==> config.mk <==
export PLATFORM = sky130hd
export DESIGN_NAME = mio_bridge_n
export DESIGN_NICKNAME = d
export VERILOG_FILES = /design/src/rtl/mio_pkg.sv /design/src/rtl/mio_bridge_n_sync_2ff.sv /design/src/rtl/mio_bridge_n.sv
export SDC_FILE = /design/constraint.sdc
export NUM_CORES = 1
export LEC_CHECK = 0
export BUFFER_PORTS_ARGS = -buffer_cell sky130_fd_sc_hd__buf_4
export CELL_PAD_IN_SITES_DETAIL_PLACEMENT = 1
export CELL_PAD_IN_SITES_GLOBAL_PLACEMENT = 1
export CORE_ASPECT_RATIO = 1.2
export CORE_MARGIN = 1
export CORE_UTILIZATION = 42
export CTS_BUF_LIST = sky130_fd_sc_hd__clkbuf_4 sky130_fd_sc_hd__clkbuf_8 sky130_fd_sc_hd__clkbuf_16
export DETAILED_ROUTE_END_ITERATION = 8
export PLACE_DENSITY_LB_ADDON = 0.25
export SETUP_SLACK_MARGIN = 0.4
export SLEW_MARGIN = 20
export SYNTH_ARGS = -nofsm -noshare
export SYNTH_HDL_FRONTEND = slang
export SYNTH_SLANG_ARGS = --single-unit
export TNS_END_PERCENT = 50
==> constraint.sdc <==
create_clock -name clk -period 3.7 [get_ports clk]
set_input_delay 0.74 -clock clk [delete_from_list [all_inputs] [get_ports clk]]
set_output_delay 0.74 -clock clk [all_outputs]
set_load 0.03 [all_outputs]
==> src/rtl/mio_pkg.sv <==
// Shared definitions for the CPU-to-peripheral bridge: address region
// nibbles, FSM state encoding and the region decode helper.
package mio_pkg;

  localparam logic [3:0] NIB_RAM  = 4'h0;
  localparam logic [3:0] NIB_GPIO = 4'hE;
  localparam logic [3:0] NIB_IN   = 4'hF;

  typedef enum logic [1:0] {
    ST_IDLE   = 2'd0,
    ST_RAM_RD = 2'd1,
    ST_RESP   = 2'd2
  } state_t;

  typedef enum logic [1:0] {
    RGN_RAM  = 2'd0,
    RGN_GPIO = 2'd1,
    RGN_IN   = 2'd2,
    RGN_NONE = 2'd3
  } region_t;

  // Map the top address nibble (and GPIO channel index) to a region.
  // GPIO channels that do not exist fall into the unmapped region.
  function automatic region_t decode_region(input logic [3:0] nib,
                                            input logic [3:0] ch,
                                            input int         nch);
    case (nib)
      NIB_RAM:  return RGN_RAM;
      NIB_GPIO: return (int'(ch) < nch) ? RGN_GPIO : RGN_NONE;
      NIB_IN:   return RGN_IN;
      default:  return RGN_NONE;
    endcase
  endfunction

endpackage

==> src/rtl/mio_bridge_n_sync_2ff.sv <==
// Generic double-flop synchroniser for asynchronous level inputs.
module sync_2ff #(
  parameter int W = 1
) (
  input  logic         clk,
  input  logic         rstn,
  input  logic [W-1:0] d,
  output logic [W-1:0] q
);

  logic [W-1:0] meta;

  // Two-stage capture chain; first stage may go metastable, second settles.
  // NOTE: sequential state uses non-blocking assignments so both stages
  // sample the pre-edge values and the chain really is two flops deep.
  always_ff @(posedge clk or negedge rstn) begin
    if (!rstn) begin
      meta <= '0;
      q    <= '0;
    end else begin
      meta <= d;
      q    <= meta;
    end
  end

endmodule

==> src/rtl/mio_bridge_n.sv <==
// CPU data-port bridge: decodes accesses into RAM, a bank of GPIO output
// channels and synchronised switch/button inputs, with a req/ready handshake
// (latency 1 for everything except RAM reads, which take 2) and a sticky
// error flag for unmapped accesses.
module mio_bridge_n
  import mio_pkg::*;
#(
  parameter int NCH    = 4,
  parameter int RAM_AW = 10,
  parameter int SW_W   = 16,
  parameter int BTN_W  = 5
) (
  input  logic                clk,
  input  logic                rstn,
  input  logic                cpu_req,
  input  logic                cpu_we,
  input  logic [31:0]         cpu_addr,
  input  logic [31:0]         cpu_wdata,
  output logic [31:0]         cpu_rdata,
  output logic                cpu_ready,
  output logic                bus_err,
  output logic [RAM_AW-1:0]   ram_addr,
  output logic [31:0]         ram_wdata,
  output logic                ram_we,
  input  logic [31:0]         ram_rdata,
  output logic [NCH*32-1:0]   gpio_o,
  output logic [NCH-1:0]      gpio_we_o,
  input  logic [SW_W-1:0]     sw_i,
  input  logic [BTN_W-1:0]    btn_i
);

  state_t            state;
  state_t            state_nxt;
  region_t           region;
  logic [3:0]        ch;
  logic              accept;
  logic [31:0]       rd_mux;
  logic [SW_W-1:0]   sw_sync;
  logic [BTN_W-1:0]  btn_sync;
  logic              unused_addr;

  // Only parts of the address are decoded; the rest is intentionally ignored.
  assign unused_addr = ^cpu_addr;

  sync_2ff #(.W(SW_W)) u_sync_sw (
    .clk  (clk),
    .rstn (rstn),
    .d    (sw_i),
    .q    (sw_sync)
  );

  sync_2ff #(.W(BTN_W)) u_sync_btn (
    .clk  (clk),
    .rstn (rstn),
    .d    (btn_i),
    .q    (btn_sync)
  );

  assign ch     = cpu_addr[5:2];
  assign region = decode_region(cpu_addr[31:28], ch, NCH);
  // Strobes are suppressed while reset is asserted so no side effect leaks out.
  assign accept = rstn && (state == ST_IDLE) && cpu_req;

  // FSM state register.
  always_ff @(posedge clk or negedge rstn) begin
    if (!rstn) state <= ST_IDLE;
    else       state <= state_nxt;
  end

  // FSM next-state: RAM reads take an extra cycle for the synchronous RAM.
  // NOTE: every combinational output gets a default first so no path
  // leaves it unassigned and infers a latch.
  always_comb begin
    state_nxt = state;
    case (state)
      ST_IDLE: begin
        if (accept) begin
          state_nxt = (!cpu_we && region == RGN_RAM) ? ST_RAM_RD : ST_RESP;
        end
      end
      ST_RAM_RD: state_nxt = ST_RESP;
      ST_RESP:   state_nxt = ST_IDLE;
      default:   state_nxt = ST_IDLE;
    endcase
  end

  // FSM outputs: ready pulse in RESP, RAM port driven only in the accept cycle.
  always_comb begin
    cpu_ready = (state == ST_RESP);
    ram_we    = accept && cpu_we && (region == RGN_RAM);
    ram_addr  = accept ? cpu_addr[RAM_AW+1:2] : '0;
    ram_wdata = (accept && cpu_we) ? cpu_wdata : '0;
  end

  // Read data for single-cycle regions; RAM and unmapped reads select zero here.
  always_comb begin
    rd_mux = '0;
    case (region)
      RGN_GPIO: begin
        for (int i = 0; i < NCH; i++) begin
          if (ch == i[3:0]) rd_mux = gpio_o[32*i +: 32];
        end
      end
      RGN_IN: begin
        if (cpu_addr[2]) rd_mux[BTN_W-1:0] = btn_sync;
        else             rd_mux[SW_W-1:0]  = sw_sync;
      end
      default: rd_mux = '0;
    endcase
  end

  // Response data and sticky error flag.
  always_ff @(posedge clk or negedge rstn) begin
    if (!rstn) begin
      cpu_rdata <= '0;
      bus_err   <= 1'b0;
    end else if (accept) begin
      if (region == RGN_NONE) bus_err <= 1'b1;
      cpu_rdata <= cpu_we ? 32'd0 : rd_mux;
    end else if (state == ST_RAM_RD) begin
      cpu_rdata <= ram_rdata;
    end
  end

  // GPIO output channel bank, one register per channel.
  for (genvar g = 0; g < NCH; g++) begin : g_gpio
    logic        hit;
    logic [31:0] chan_q;

    assign hit = accept && cpu_we && (region == RGN_GPIO) && (ch == 4'(g));
    assign gpio_we_o[g]        = hit;
    assign gpio_o[32*g +: 32]  = chan_q;

    // Channel register: loads write data in the accept cycle.
    // NOTE: this bank drives pins directly, so unlike a RAM array it is
    // reset to a known value.
    always_ff @(posedge clk or negedge rstn) begin
      if (!rstn)    chan_q <= '0;
      else if (hit) chan_q <= cpu_wdata;
    end
  end

endmodule

Word level (Yosys, flattened, before mapping)
Cells that the tools add are included.
{"block": "op_classes", "magnitude_cmp": 1, "n_mux": 18, "n_reduce_logical": 17, "n_eq_ne": 11}
{"op": "$mux W32", "n": 8}
{"op": "$pmux W16 S2", "n": 1}
{"op": "$mux W16", "n": 1}
{"op": "$mux W11", "n": 1}
{"op": "$logic_and A1 B1 Y1", "n": 10}
{"op": "$mux W10", "n": 1}
{"op": "$eq A4 B2 Y1 const B", "n": 2}
{"op": "$eq A4 B4 Y1 const B", "n": 2}
{"op": "$logic_not A4 Y1", "n": 2}
{"op": "$eq A2 B2 Y1 const B", "n": 3}
{"op": "$mux W2", "n": 3}
{"op": "$pmux W2 S3", "n": 1}
{"op": "$mux W5", "n": 1}
{"op": "$eq A2 B1 Y1 const B", "n": 2}
{"op": "$eq A4 B1 Y1 const B", "n": 1}
{"op": "$logic_not A2 Y1", "n": 2}
{"op": "$lt A4 B3 Y1 const B", "n": 1}
{"op": "$pmux W2 S2", "n": 1}
{"op": "$ne A2 B2 Y1 const B", "n": 1}
{"op": "$reduce_and A2 Y1", "n": 1}
{"op": "$reduce_bool A2 Y1", "n": 1}
{"op": "$logic_not A1 Y1", "n": 1}
{"block": "totals", "reg_bits": 205, "elab_cells": 58, "output_inout_bits": 209}

Depth between registers and ports, before layout
Gate-level depths: netlist of the first run.
{"block": "depth", "word_depth": 8, "mapped_depth": 7, "ltp_nobuf": 4}

Modules after synthesis
Synthesis of the first run repeated with hierarchy kept, for this count alone.
{"block": "unflattened", "cells_unflattened": 687, "hier_area_um2": 9155.0}
{"module": "mio_bridge_n", "area_each_um2": 8104.0, "cells_each": 645, "n_inst": 1}
{"module": "sync_2ff (u_sync_sw)", "area_each_um2": 800.8, "cells_each": 32, "n_inst": 1}
{"module": "sync_2ff (u_sync_btn)", "area_each_um2": 250.2, "cells_each": 10, "n_inst": 1}

Worst setup path before layout of the first run
Ideal clock, no wire load.
{"block": "synth_timing", "kind": "input-to-output", "from": "in cpu_addr[28]", "to": "out gpio_we_o[1]", "n_path_buf": 2, "slack_ps": 1025, "cell_stages": 5, "arrival_time_ps": 1935, "path_cell_list": "nor3_1 > nand4_2 > nor3b_4 > buf_4 > buf_4"}
{"block": "synth_via", "elab_chain_len": 5, "elab_cells_between_ends": 7, "cone_classes": "eq/ne: 3; mux: 1; reduce/logical: 3"}
{"element": "start, declared", "line": "mio_bridge_n.sv:17", "rtl": "input logic [31:0] cpu_addr,"}
{"element": "$eq A4 B4 Y1 / $logic_not A4 Y1 (equally long branches)", "line": "mio_pkg.sv:27", "rtl": "case (nib)"}
{"element": "$pmux W2 S3 (*)", "line": "mio_pkg.sv:27"}
{"element": "$eq A2 B1 Y1 (*)", "line": "mio_bridge_n.sv:130", "rtl": "assign hit = accept && cpu_we && (region == RGN_GPIO) && (ch == 4'(g));"}
{"element": "$logic_and A1 B1 Y1 (*) (2 in series)", "line": "mio_bridge_n.sv:130"}
{"element": "end, declared", "line": "mio_bridge_n.sv:27", "rtl": "output logic [NCH-1:0] gpio_we_o,"}
Mark *: on every way between the ends. The rest lies on a longest branch, timed or not.

Worst setup path in the final report of the first run
{"block": "layout_timing", "from": "reg state[0]", "to": "out gpio_we_o[1]"}
{"block": "layout_via", "elab_chain_len": 6}
{"element": "start, declared", "line": "mio_bridge_n.sv:32", "rtl": "state_t state;"}
{"element": "start signal, assigned", "line": "mio_bridge_n.sv:67", "rtl": "else state <= state_nxt;"}
{"element": "$logic_not A2 Y1", "line": "mio_bridge_n.sv:62", "rtl": "assign accept = rstn && (state == ST_IDLE) && cpu_req;"}
{"element": "$logic_and A1 B1 Y1 (2 in series)", "line": "mio_bridge_n.sv:62"}
{"element": "$logic_and A1 B1 Y1 (3 in series)", "line": "mio_bridge_n.sv:130"}
Every way passes these cells.

==> results of run 1 <==
[registers in the layout, indices dropped and copies added, names as in the netlist]
signal	cells
state	2
u_sync_sw.q	16
u_sync_sw.meta	16
bus_err	1
cpu_rdata	32
g_gpio.chan_q	128
u_sync_btn.q	5
u_sync_btn.meta	5
[metal layers]
layer  share of wire [%]  vias up  routed length, um
met5                   0        -                  0
met4                 1.8        0                539
met3                 7.5       35               2180
met2                  52      245              15200
met1                  39     3489              11300
li1                    -     3012                  -
[worst max-delay path: cells and delay by family (launching register included)]
kind          cells  cell delay [ns]
simple gates      3             1.00
flops             1             0.36
buf+inv           2             0.44
[stage by stage]
step	setup slack (ns)	utilization [%]	std cells	total power, mW	instance area [um2]
after floorplan	1.02	-	654	2.67	8850
after detailed placement	0.749	56.0	1195	3.00	11500
final	0.647	60.1	1235	5.43	12300
after CTS	0.612	60.1	1235	5.50	12300
after global routing	0.546	60.1	1235	5.62	12300
after global placement	0.811	56.0	1195	2.99	11500
[kinds of logic (layout without fill, tap and decap cells)]
kind of cell | Yosys count | count (layout) | share of synthesized area [%]
multiplexers | 197 | 197 | 25.0
AO/OA/AOI/OAI | 90 | 90 | 7.31
AND/OR/NAND/NOR | 105 | 105 | 6.78
buffers and inverters | 57 | 373 | 3.00
flip-flops | 205 | 205 | 57.9
[power by group through the flow]
stage	clock [mW]	sequential [mW]	combinational, mW
floorplan	0	2.50	0.163
global placement	0	2.40	0.589
detailed placement	0	2.40	0.600
CTS	2.53	2.36	0.604
global route	2.62	2.37	0.638
finish	2.47	2.36	0.598
[synth_stat cells (3+ instances only)]
| library cell | number |
|---|---|
| sky130_fd_sc_hd__buf_1 | 5 |
| sky130_fd_sc_hd__o221ai_1 | 32 |
| sky130_fd_sc_hd__a32oi_1 | 16 |
| sky130_fd_sc_hd__nand3_1 | 11 |
| sky130_fd_sc_hd__o211ai_1 | 5 |
| sky130_fd_sc_hd__clkbuf_1 | 29 |
| sky130_fd_sc_hd__buf_2 | 10 |
| sky130_fd_sc_hd__dfrtp_1 | 205 |
| sky130_fd_sc_hd__nor2_1 | 20 |
| sky130_fd_sc_hd__o21ai_0 | 3 |
| sky130_fd_sc_hd__mux2_2 | 189 |
| sky130_fd_sc_hd__and2_1 | 10 |
| sky130_fd_sc_hd__nand2_1 | 14 |
| sky130_fd_sc_hd__a21oi_1 | 33 |
| sky130_fd_sc_hd__buf_4 | 10 |
| sky130_fd_sc_hd__nor3_1 | 3 |
| sky130_fd_sc_hd__and3_1 | 33 |
| sky130_fd_sc_hd__mux2_1 | 3 |
| sky130_fd_sc_hd__mux2i_1 | 5 |
[final timing paths]
kind | startpoint | to | slack, ns | cells after the start
worst max-delay path | state[0] | gpio_we_o[1] | 0.65 | 5
worst max register to register | state[0] | g_gpio[1].chan_q[12] | 1.04 | 6
worst min-delay path | sw_i[4] | u_sync_sw.meta[4] | 0.34 | 1
max in group asynchronous | rstn | g_gpio[1].chan_q[29] | 2.02 | 3
worst min register to register | u_sync_sw.meta[6] | u_sync_sw.q[6] | 0.34 | 0
min in group asynchronous | rstn | g_gpio[1].chan_q[6] | 0.46 | 2
[final cells by class]
type	count	area [um2]
Clock inverter	8	146
Inverter	2	7.51
Timing Repair Buffer	331	2510
Sequential cell	205	5130
Fill cell	2067	8160
Tap cell	265	332
Multi-Input combinational cell	392	3500
Clock buffer	32	687
[placed cells by master (no fill, tap or decap), types with 2 or more instances in the layout]
master,synthesis,routed
sky130_fd_sc_hd__o211ai_1,5,5
sky130_fd_sc_hd__mux2i_1,5,5
sky130_fd_sc_hd__mux2_2,189,189
sky130_fd_sc_hd__clkinv_2,0,3
sky130_fd_sc_hd__nand3_1,11,11
sky130_fd_sc_hd__nor2_1,20,19
sky130_fd_sc_hd__nand2_1,14,13
sky130_fd_sc_hd__o221ai_1,32,32
sky130_fd_sc_hd__o21ai_0,3,3
sky130_fd_sc_hd__clkbuf_8,0,8
sky130_fd_sc_hd__clkbuf_4,0,2
sky130_fd_sc_hd__dfrtp_1,205,205
sky130_fd_sc_hd__mux2_1,3,3
sky130_fd_sc_hd__nor3b_4,1,2
sky130_fd_sc_hd__a21oi_1,33,33
sky130_fd_sc_hd__and2_1,10,10
sky130_fd_sc_hd__bufinv_16,0,4
sky130_fd_sc_hd__a32oi_1,16,16
sky130_fd_sc_hd__and3_1,33,33
sky130_fd_sc_hd__clkbuf_16,0,23
sky130_fd_sc_hd__nor3_1,3,3
sky130_fd_sc_hd__buf_4,10,328
==> results.md, run 1 <==
- The pin count of the biggest net entering global routing is 78.
- The number of max-slew violations in the final report is 0.
- The first-pass GRT wire length is 44600 um.
- The CTS tree is built.
- The global-route met2 utilization is 48.6%.
- Input and output buffers added on the ports amount to 311.
- The clock root buffer is sky130_fd_sc_hd__clkbuf_16.
- Across all layers, the routed design uses 6781 vias.
- The power density over cell area is 441 nW/um2.
- The post-route netlist has 59.0% of its cells at a drive strength greater than 1.
- Cell internal power was estimated by the tool at 4.12 mW.
- Relative to the synthesized area, the layout overhead comes to 39.0%.
- The sequential element share of the synthesized area is 57.9%.
- The count of distinct cell types in the synthesized netlist is 37.
- The power spent charging and discharging nets is 1.32 mW.
- The site row count is 57.
- The number of diodes is 0.
- Setup repair after global routing left no endpoint under its margin.
- In the final routed layout, each cell accounts on average for 23.7 um.
- The die extent in x is 135 um.
- The period utilization is 82.5%.
- The area inside the core boundary is 20500 um2.
- For this run, global-route usage on met3 was measured as 6.50%.
- The number of flops mapped to enable cells by yosys is 0.
- In this run the static leakage power is 6.41 nW.
- The share of flip-flops with an asynchronous set or reset after synthesis is 100%.
- The clock insertion delay at the later pin of the skew report is 0.50 ns.
- 330 I/O pins were placed.
- By area the synthesized netlist is led by sky130_fd_sc_hd__dfrtp_1 58%, sky130_fd_sc_hd__mux2_2 24%, sky130_fd_sc_hd__o221ai_1 3.2%, sky130_fd_sc_hd__and3_1 2.3%, sky130_fd_sc_hd__a21oi_1 1.9%.
- The slowest stage cell on the critical path is sky130_fd_sc_hd__dfrtp_1.
- For met1 alone, demand over resource in global routing was 33.0%.
- The initial core utilization is 43.3%.
- The total CTS buffers is 22.
- Walking the worst path, the cells encountered are buf_4 > and4bb_2 > nand4_2 > nor3b_4 > buf_4.
- The category of the critical setup timing path is reg -> out.
- Before antenna repair, the detailed router went through 4 iterations.
- The via count of the first global-routing pass is 7289.
- After synthesis the netlist holds a flip-flop and latch count of 205.
- The worst pin sits at a relative slew slack of 38.9%.
- The sort of element at the start of the critical path is a flip-flop.
- Counting every instance in the synthesized netlist gives 654.
- The most frequently used flop master after synthesis is sky130_fd_sc_hd__dfrtp_1.
- In this run the remaining antenna-violating nets after routing total 0.
- The maximum root-to-sink buffer count is 3.
- The largest clock skew in the final design is 0.0131 ns.
- The congestion estimate from routability-driven global placement came to 0.758.
- The worst setup path is captured at an output pin.
- STA puts the critical path data required time at 2.96 ns.
- The highest fanout seen on the critical path is 21.
- The initial antenna violation count is 0.
- In the routed layout, each cell is associated on average with a via count of 5.49.
- The total congestion overflow after global routing is 0.
- Global routing used 27.2% of the available tracks.
- Of all cell types, the one taking the most synthesized area is sky130_fd_sc_hd__dfrtp_1.
- The global routing's busiest layer is met2.
- The share of total power dissipated in sequential elements is 43.5%.
- The stage delay of the slowest cell on the critical path is 0.36 ns.
- The TritonCTS sink count is 205.
- The transition time at the pin with the least slew margin is 0.916 ns.
- Timing would allow up to 328 MHz.
- Across all hold checks on the routed design, the worst slack comes to 0.339 ns.
- The combinational fraction of design power is 11.0%.
- The tool flagged a number of max-cap violations equal to 0.
- The final count of negative-setup-slack endpoints is 0.
- The total wire length is 29200 um.
- After clock tree synthesis, the flow added hold-fix buffers numbering 0.
- The setup fix buffers added after clock tree synthesis is 0.
- After the first detailed-routing iteration, the DRC count stood at 200.
- After layout, the minimum clock period comes to 3.05 ns.
- The most numerous cell on the critical path is sky130_fd_sc_hd__buf_4.
- The residual DRC count is 0.
- The worst hold path class is in -> reg.
- The total count of hold-check failures in the final report is 0.
- The cell area after synthesis is 8850 um2.
- The count of H-tree levels built during CTS is 1.
- The die covers 21700 um2.
- A synthesized cell averages 13.5 um2.
- The Yosys step of the flow raised 0 warnings.
- The final sum of negative setup slack is 0 ns.
- The number of resized instances in the post-cts repair step is 0.
- The clock network power share is 45.5%.
- The vertical die dimension is 161 um.
- The post-synthesis net count is 775.
- The run finished with clean final reports.
- Detailed placement finished with a half-perimeter wire length of 19800 um.
- The worst voltage drop across the vdd grid is 0.000362 V.
- Net switching is 24.2% of the power.
- At the worst endpoint, the arrival time is 2.31 ns.
- The number of nets in the finished design is 1075.
- Clock-pin slew was measured on the worst setup and hold paths at 0.06 ns.
- In this run the biggest area consumer among cell types represents 57.9% of the synthesized area.
Note: power is estimated with default switching activity, not from simulation.
==> run 2, diff against run 1 <==
--- a/config.mk
+++ b/config.mk
@@ -10,7 +10,7 @@
 export CELL_PAD_IN_SITES_GLOBAL_PLACEMENT = 1
 export CORE_ASPECT_RATIO = 1.2
 export CORE_MARGIN = 1
-export CORE_UTILIZATION = 42
+export CORE_UTILIZATION = 39
 export CTS_BUF_LIST = sky130_fd_sc_hd__clkbuf_4 sky130_fd_sc_hd__clkbuf_8 sky130_fd_sc_hd__clkbuf_16
 export DETAILED_ROUTE_END_ITERATION = 8
 export PLACE_DENSITY_LB_ADDON = 0.25
==> constraint.sdc (replaced) <==
create_clock -name clk -period 2.84 [get_ports clk]
set_input_delay 0.568 -clock clk [delete_from_list [all_inputs] [get_ports clk]]
set_output_delay 0.568 -clock clk [all_outputs]
set_load 0.03 [all_outputs]
==> results.md, run 2 (synthesized netlist as in run 1, its figures left out) <==
- The worst hold path class is in -> reg (unchanged).
- The vias per cell was 5.45 (was 5.49).
- The boundary pin count is 330 (unchanged).
- The die extent in x is 140 um (was 135 um).
- The final antenna-violating net count is 0 (unchanged).
- The transition time at the pin with the least slew margin is 0.913 ns (was 0.916 ns).
- The post-CTS clock slew at the launch and capture registers of the worst setup and hold paths was 0.06 ns (about the same).
- The CTS tree is built (unchanged).
- The total of max-cap violations is 0 (unchanged).
- The maximum root-to-sink buffer count came to 3 (unchanged).
- The number of max-slew violations in the final report is 0 (unchanged).
- The share of post-route cells with drive strength above 1 is 60.7% (was 59.0%).
- Setup repair after global routing missed its margin: true (was false).
- The nature of the critical path endpoint is an output pin (unchanged).
- The stage delay of the slowest cell on the critical path came to 0.38 ns (was 0.36 ns).
- The clock root buffer is sky130_fd_sc_hd__clkbuf_16 (unchanged).
- The highest fanout seen on the critical path is 5 (was 21).
- The half-perimeter wire length of the detailed placement result is 20100 um (was 19800 um).
- After layout, the worst path uses 87.4% of the clock period.
- The final estimated routing congestion in global placement is 0.797 (was 0.758).
- The count of H-tree levels built during CTS is 1 (unchanged).
- The arrival time reported for the critical path endpoint is 1.91 ns (was 2.31 ns).
- The initial core utilization is 39.6% (was 43.3%).
- The worst reg-to-reg setup slack is 0.71 ns (was 1.04 ns).
- The most common library cell in the layout ignoring fill and taps is sky130_fd_sc_hd__buf_4 (unchanged).
- The sort of element at the start of the critical path was a flip-flop (unchanged).
- Critical-path cell list: and4bb_4 > nand4_4 > nor3b_4 > buf_6 (was buf_4 > and4bb_2 > nand4_2 > nor3b_4 > buf_4).
- The initial antenna violation count is 1 (was 0).
- The end-of-flow core utilization was 56.4% (was 60.1%).
- The total count of hold-check failures in the final report is 0 (unchanged).
- The number of flip-flops under the largest register name is 128 (unchanged).
- The worst setup timing slack at the placement stage is 0.253 ns (was 0.749 ns).
- The detailed route wirelength on metal2 is 15300 um (was 15200 um).
- The overall die area was 23300 um2 (was 21700 um2).
- The total non-filler cell area in the finished layout is 12600 um2 (was 12300 um2).
- The category of the critical setup timing path is reg -> out (unchanged).
- The register with the most flip-flops is g_gpio.chan_q (unchanged).
- The worst slew slack as a fraction of its limit was 39.1% (was 38.9%).
- The first-iteration detailed-routing DRC count came to 229 (was 200).
- Biggest registers after layout: g_gpio.chan_q x128, cpu_rdata x32 (unchanged).
- The final sum of negative setup slack is 0 ns (unchanged).
- The TritonCTS sink count is 205 (unchanged).
- The leakage power figure came to 6.51 nW (was 6.41 nW).
- The power density over cell area is 549 nW/um2 (was 441 nW/um2).
- The data required time at the worst endpoint came to 2.27 ns (was 2.96 ns).
- The final cell count without fillers is 1271 (was 1235).
- The top layer reached by signal wires is met4 (unchanged).
- The residual DRC count is 0 (unchanged).
- The total CTS buffers is 22 (unchanged).
- The detailed-route wire length per cell is 23.7 um (about the same).
- Run status: finished, final reports clean (unchanged).
- The clock insertion delay at the later pin of the skew report is 0.51 ns (was 0.50 ns).
- The number of nets in the finished design is 1096 (was 1075).
- The pin count of the biggest net entering global routing is 79 (was 78).
- The sum of routed wire segments on met1 is 11900 um (was 11300 um).
- The area inside the core boundary is 22400 um2 (was 20500 um2).
- The total met3 wirelength after detailed routing is 1940 um (was 2180 um).
- The number of placed cells counting well taps is 1219 (was 1195).
- The all-layer global routing usage is 24.9% (was 27.2%).
- The total iterations of the first detailed-routing run is 4 (unchanged).
- The largest clock skew in the final design was 0.0130 ns (was 0.0131 ns).
- Commonest non-fill, non-tap cells in the layout: 329 x sky130_fd_sc_hd__buf_4, 205 x sky130_fd_sc_hd__dfrtp_1, 189 x sky130_fd_sc_hd__mux2_2, 33 x sky130_fd_sc_hd__a21oi_1, 32 x sky130_fd_sc_hd__o221ai_1 (was 328 x sky130_fd_sc_hd__buf_4, 205 x sky130_fd_sc_hd__dfrtp_1, 189 x sky130_fd_sc_hd__mux2_2, 33 x sky130_fd_sc_hd__and3_1, 33 x sky130_fd_sc_hd__a21oi_1).
- The number of input and output port buffers inserted is 311 (unchanged).
- The first-pass GRT wire length came to 44400 um (was 44600 um).
- The total wire length is 30100 um (was 29200 um).
- The site row count is 60 (was 57).
- Timing would allow up to 403 MHz.
- The via count of the routed design is 6923 (was 6781).
- The vertical die dimension is 167 um (was 161 um).
- The final count of negative-setup-slack endpoints is 0 (unchanged).
- The via count of the first global-routing pass was 7442 (was 7289).
- The number of hold-repair buffers added at the cts stage is 0 (unchanged).
- The post-synthesis to final-layout area growth is 42.4% (was 39.0%).
- The total congestion overflow after global routing was 0 (unchanged).
- The minimum clock period after layout is 2.48 ns.
- The worst voltage drop across the vdd grid came to 0.000530 V (was 0.000362 V).
- The final critical-path setup slack is 0.357 ns (was 0.647 ns).
- The slowest stage cell on the critical path is sky130_fd_sc_hd__and4bb_4 (was sky130_fd_sc_hd__dfrtp_1).
- The post-place instance area is 11600 um2 (was 11500 um2).
[run 2: cell count changes in the layout (fill, tap and decap cells not counted), moves of 3 or more]
cell,before,now
sky130_fd_sc_hd__buf_12,1,4
sky130_fd_sc_hd__buf_6,1,15
sky130_fd_sc_hd__clkbuf_16,23,26
sky130_fd_sc_hd__and3_4,0,6
sky130_fd_sc_hd__clkbuf_4,2,8
sky130_fd_sc_hd__and3_1,33,27
[run 2: path summary, 6_finish.rpt]
path,from,end,cells past startpoint
worst max-delay path,state[1],gpio_we_o[1],4
worst min-delay path,sw_i[11],u_sync_sw.meta[11],1
min in group asynchronous,rstn,g_gpio[0].chan_q[7],2
worst max register to register,state[1],cpu_rdata[18],7
worst min register to register,u_sync_sw.meta[2],u_sync_sw.q[2],0
max in group asynchronous,rstn,g_gpio[0].chan_q[27],3
[run 2: cell type report]
class                   instances  area (um2)
well taps                     279         349
fillers                      2328        9760
clock buffers                  36         704
clock inverters                 4        70.1
inverters                       2        7.51
diodes                          1        2.50
multi-input cells             392        3540
repair buffers                352        2810
flip-flops and latches        205        5130
[run 2: per-stage QoR]
step	total power, mW	hold WS (ns)
4_1_cts	6.97	0.148
5_1_grt	7.16	0.147
6_report	6.93	0.166
3_5_place_dp	3.92	0.336
2_1_floorplan	3.47	0.272
3_3_place_gp	3.91	0.332
[run 2: per-layer routing]
layer  global-route usage (%)  vias to the layer above
met5                        0                        -
met3                     5.69                       59
met1                     30.2                     3545
met2                     43.6                      260
met4                     8.36                        0
li1                         -                     3059
[run 2: power by group]
part	leakage (nW)	switching [mW]	internal (mW)	total (mW)
registers	2.71	0.0528	3.02	3.07
clock network	0.392	1.15	1.87	3.02
logic	3.41	0.502	0.328	0.830
total	6.51	1.70	5.22	6.93
[run 2: worst max-delay path, delay by kind of cell (launching register included)]
kind | cells | cell delay (ns)
flip-flops | 1 | 0.37
AND/OR/NAND/NOR | 3 | 0.86
buffers and inverters | 1 | 0.18
[run 2: what timing repair did]
action,in CTS,in global routing
setup buffers,3,4
endpoints found under the hold margin,0,0
gates resized for setup,5,22
setup endpoints to repair,47,47
pin swaps,3,4
gates cloned,0,4
==> run 3, diff against run 2 <==
--- a/config.mk
+++ b/config.mk
@@ -6,11 +6,9 @@
 export NUM_CORES = 1
 export LEC_CHECK = 0
 export BUFFER_PORTS_ARGS = -buffer_cell sky130_fd_sc_hd__buf_4
-export CELL_PAD_IN_SITES_DETAIL_PLACEMENT = 1
-export CELL_PAD_IN_SITES_GLOBAL_PLACEMENT = 1
 export CORE_ASPECT_RATIO = 1.2
 export CORE_MARGIN = 1
-export CORE_UTILIZATION = 39
+export CORE_UTILIZATION = 50
 export CTS_BUF_LIST = sky130_fd_sc_hd__clkbuf_4 sky130_fd_sc_hd__clkbuf_8 sky130_fd_sc_hd__clkbuf_16
 export DETAILED_ROUTE_END_ITERATION = 8
 export PLACE_DENSITY_LB_ADDON = 0.25
@@ -18,5 +16,6 @@
 export SLEW_MARGIN = 20
 export SYNTH_ARGS = -nofsm -noshare
 export SYNTH_HDL_FRONTEND = slang
+export SYNTH_HIERARCHICAL = 1
 export SYNTH_SLANG_ARGS = --single-unit
 export TNS_END_PERCENT = 50
==> results.md, run 3 <==
- The number of placed cells counting well taps is 1189 (was 1219).
- The number of flip-flops under the largest register name was 128 (unchanged).
- The worst hold path class was in -> async (was in -> reg).
- The fraction of synthesized cell area in xor and xnor cells is 0% (unchanged).
- Run status: finished with violations (was finished, final reports clean).
- The vertical die dimension is 150 um (was 167 um).
- The cell type with the highest aggregate area in the netlist is sky130_fd_sc_hd__dfrtp_1 (unchanged).
- The compound-cell area share of the yosys netlist was 7.49% (was 7.31%).
- The launching point of the worst reg2reg path is state[0] (was state[1]).
- The total count of hold-check failures in the final report was 0 (unchanged).
- The synthesized area per cell is 13.3 um2 (was 13.5 um2).
- The final-layout fill cell count is 1248 (was 2328).
- The area share of and/or/nand/nor cells after synthesis is 8.46% (was 6.78%).
- The TritonCTS sink count came to 205 (unchanged).
- The total power is 6.92 mW (was 6.93 mW).
- The final estimated routing congestion in global placement was 0.815 (was 0.797).
- The first-iteration detailed-routing DRC count is 398 (was 229).
- The synthesized instance count is 687 (was 654).
- The highest clock rate is 399 MHz (was 403 MHz).
- The initial core utilization is 51.7% (was 39.6%).
- The post-CTS clock slew at the launch and capture registers of the worst setup and hold paths is 0.06 ns (about the same).
- The number of input and output port buffers inserted is 311 (unchanged).
- The most common library cell in the layout ignoring fill and taps is sky130_fd_sc_hd__buf_4 (unchanged).
- Setup repair after global routing missed its margin: true (unchanged).
- The depth of the worst register-to-register path is 8 (was 7).
- The switching fraction of total power was 25.1% (was 24.6%).
- The sort of element at the start of the critical path is a flip-flop (unchanged).
- The vias per cell is 5.64 (was 5.45).
- The number of flops mapped to enable cells by yosys is 0 (unchanged).
- The highest fanout seen on the critical path was 4 (was 5).
- The final antenna-violating net count is 0 (unchanged).
- The power spent charging and discharging nets was 1.74 mW (was 1.70 mW).
- The half-perimeter wire length of the detailed placement result was 18400 um (was 20100 um).
- The most frequently used flop master after synthesis is sky130_fd_sc_hd__dfrtp_1 (unchanged).
- The share of the synthesized area in the top cell type is 56.0% (was 57.9%).
- The residual DRC count came to 22 (was 0).
- The share of flip-flops with an asynchronous set or reset after synthesis is 100% (unchanged).
- The footprint of the flip-flops and latches is 5130 um2 (about the same).
- The internal power consumption is 5.19 mW (was 5.22 mW).
- The period utilization is 88.2% (was 87.4%).
- The power density over cell area is 542 nW/um2 (was 549 nW/um2).
- The clock insertion delay at the later pin of the skew report is 0.50 ns (was 0.51 ns).
- The worst slew slack as a fraction of its limit came to 34.7% (was 39.1%).
- Biggest registers after layout: g_gpio.chan_q x128, cpu_rdata x32 (unchanged).
- The worst voltage drop across the vdd grid is 0.000563 V (was 0.000530 V).
- The clock network power share came to 41.2% (was 43.6%).
- The all-layer global routing usage came to 28.2% (was 24.9%).
- The count of distinct cell types in the synthesized netlist is 37 (unchanged).
- The detailed-route wire length per cell is 21.7 um (was 23.7 um).
- The first-pass GRT wire length is 40900 um (was 44400 um).
- The total congestion overflow after global routing is 0 (unchanged).
- The number of hold-repair buffers added at the cts stage came to 0 (unchanged).
- The count of H-tree levels built during CTS came to 1 (unchanged).
- The most common cell in the netlist is sky130_fd_sc_hd__dfrtp_1 (unchanged).
- The post-synthesis to final-layout area growth is 39.6% (was 42.4%).
- The final reports fail on DRC.
- The adder-cell share of the synthesized area came to 0% (unchanged).
- The clock root buffer is sky130_fd_sc_hd__clkbuf_16 (unchanged).
- The leakage power figure was 6.53 nW (was 6.51 nW).
- The boundary pin count was 330 (unchanged).
- The final cell count without fillers is 1237 (was 1271).
- The flop and latch count out of synthesis came to 205 (unchanged).
- The number of nets in the finished design is 1125 (was 1096).
- The CTS tree is built (unchanged).
- The combined area of the multi-input logic cells is 3820 um2 (was 3540 um2).
- The number of max-slew violations in the final report is 0 (unchanged).
- The sequential element share of the synthesized area is 56.0% (was 57.9%).
- The final count of negative-setup-slack endpoints is 0 (unchanged).
- The category of the critical setup timing path is reg -> out (unchanged).
- The via count of the routed design came to 6977 (was 6923).
- The sequential cell fraction of total power was 45.0% (was 44.4%).
- The overall die area is 18900 um2 (was 23300 um2).
- The cell area after synthesis is 9160 um2 (was 8850 um2).
- The via count of the first global-routing pass is 7131 (was 7442).
- The worst reg-to-reg setup slack is 0.64 ns (was 0.71 ns).
- The number of diodes is 0 (was 1).
- The combinational fraction of design power is 13.8% (was 12.0%).
- The area inside the core boundary is 17700 um2 (was 22400 um2).
- Commonest non-fill, non-tap cells in the layout: 330 x sky130_fd_sc_hd__buf_4, 204 x sky130_fd_sc_hd__dfrtp_1, 148 x sky130_fd_sc_hd__mux2_2, 34 x sky130_fd_sc_hd__nand2_1, 33 x sky130_fd_sc_hd__nor2_1 (was 329 x sky130_fd_sc_hd__buf_4, 205 x sky130_fd_sc_hd__dfrtp_1, 189 x sky130_fd_sc_hd__mux2_2, 33 x sky130_fd_sc_hd__a21oi_1, 32 x sky130_fd_sc_hd__o221ai_1).
- The transition time at the pin with the least slew margin is 0.980 ns (was 0.913 ns).
- The arrival time reported for the critical path endpoint is 1.94 ns (was 1.91 ns).
- The share of post-route cells with drive strength above 1 is 58.2% (was 60.7%).
- The die extent in x is 126 um (was 140 um).
- The post-synthesis net count is 808 (was 775).
- The initial antenna violation count was 0 (was 1).
- The dominant combinational cell family by area after synthesis is multiplexers (unchanged).
- The number of synthesis warnings is 6 (was 0).
- The final sum of negative setup slack came to 0 ns (unchanged).
- The total of max-cap violations was 0 (unchanged).
- The largest clock skew in the final design is 0.0198 ns (was 0.0130 ns).
- The end of the worst register-to-register path is cpu_rdata[13] (was cpu_rdata[18]).
- Top cell types by occurrence after synthesis: 205 x sky130_fd_sc_hd__dfrtp_1, 148 x sky130_fd_sc_hd__mux2_2, 36 x sky130_fd_sc_hd__nand2_1 (was 205 x sky130_fd_sc_hd__dfrtp_1, 189 x sky130_fd_sc_hd__mux2_2, 33 x sky130_fd_sc_hd__a21oi_1, 33 x sky130_fd_sc_hd__and3_1, 32 x sky130_fd_sc_hd__o221ai_1).
- The data required time at the worst endpoint is 2.27 ns (about the same).
- Top area cells in the synthesized netlist: sky130_fd_sc_hd__dfrtp_1 56%, sky130_fd_sc_hd__mux2_2 18%, sky130_fd_sc_hd__mux2_4 4.9%, sky130_fd_sc_hd__o221ai_1 2.6%, sky130_fd_sc_hd__and3_1 2.2% (was sky130_fd_sc_hd__dfrtp_1 58%, sky130_fd_sc_hd__mux2_2 24%, sky130_fd_sc_hd__o221ai_1 3.2%, sky130_fd_sc_hd__and3_1 2.3%, sky130_fd_sc_hd__a21oi_1 1.9%).
- The nature of the critical path endpoint is an output pin (unchanged).
- The register with the most flip-flops is g_gpio.chan_q (unchanged).
- The minimum clock period after layout is 2.50 ns (was 2.48 ns).
- The total CTS buffers is 21 (was 22).
- The total wire length came to 26800 um (was 30100 um).
- The site row count is 53 (was 60).
- The maximum root-to-sink buffer count is 3 (unchanged).
- The multiplexer share of the synthesized area was 24.7% (was 25.0%).
- The total iterations of the first detailed-routing run came to 9 (was 4).
- The pin count of the biggest net entering global routing is 78 (was 79).
==> run 3: changes by cell type after synthesis, sizes merged, moves of 11 or more <==
| cell | change |
|---|---|
| a21oi | -31 |
| nor2 | +12 |
| a41oi | +11 |
| nand2 | +22 |
| a32oi | -16 |
| a31oi | +16 |
==> run 3: worst max-delay path, cell delays in order, from the launching register on <==
cell	delay, ns
sky130_fd_sc_hd__dfrtp_2	0.40
sky130_fd_sc_hd__and4bb_2	0.34
sky130_fd_sc_hd__buf_8	0.12
sky130_fd_sc_hd__and2_4	0.17
sky130_fd_sc_hd__nand2_8	0.08
sky130_fd_sc_hd__nor3_4	0.16
sky130_fd_sc_hd__buf_6	0.16
==> run 3: cell families after synthesis <==
| group | Yosys count |
|---|---|
| DFF | 205 |
| muxes | 192 |
| and+or+nand+nor | 141 |
| AOI/OAI and AO/OA | 89 |
| buffers and inverters | 60 |
==> run 3: per-stage QoR <==
stage / util [%] / cell area (um2) / hold WS (ns) / worst slack [ns]
finish: 72.2 / 12800 / 0.0982 / 0.336
global route: 72.2 / 12800 / 0.117 / 0.269
CTS: 71.2 / 12600 / 0.0876 / 0.365
detailed placement: 66.6 / 11800 / 0.335 / 0.178
global placement: 66.6 / 11800 / 0.332 / 0.204
floorplan: - / 9160 / 0.272 / 0.515
==> run 3: how the worst max path moves through the flow <==
stage                 startpoint                   end  slack, ns  cells past startpoint
CTS                     state[1]           ram_addr[0]       0.36                      5
global route            state[0]          gpio_we_o[1]       0.27                      6
detailed placement  cpu_addr[28]   g_gpio[2].chan_q[0]       0.18                      6
finish                  state[1]          gpio_we_o[1]       0.34                      6
global placement    cpu_addr[28]   g_gpio[2].chan_q[0]       0.20                      6
floorplan           cpu_addr[28]  g_gpio[2].chan_q[10]       0.52                      6
==> run 3: layout make-up <==
| type | count | area share, % |
|---|---|---|
| multi-input combinational | 422 | 29.9 |
| sequential | 205 | 40.1 |
| timing repair buffer | 351 | 22.0 |
| clock inverter | 4 | 0.578 |
| clock buffer | 32 | 5.10 |
| inverter | 3 | 0.0881 |
| tap | 220 | 2.15 |
==> run 3: power by group through the flow <==
stage	logic, mW	clock network, mW	registers (mW)
floorplan	0.264	0	3.34
global placement	0.909	0	3.16
detailed placement	0.923	0	3.17
CTS	0.937	2.91	3.12
global route	1.01	3.04	3.13
finish	0.954	2.85	3.11
==> run 3: timing repair <==
item,CTS,global route
hold endpoints to repair,0,0
endpoints found under the setup margin,29,39
gates resized for setup,16,20
gates cloned,0,1
setup buffers,4,7
pin swaps,3,2
==> run 3: per-layer routing <==
metal	share of wire [%]	track usage, %	vias to the layer above	wire (um)
li1	-	-	3156	-
met1	40	35.3	3515	10600
met2	51	49.2	267	13600
met3	7.5	6.01	39	2010
met4	2.0	8.54	0	540
met5	0	0	-	0
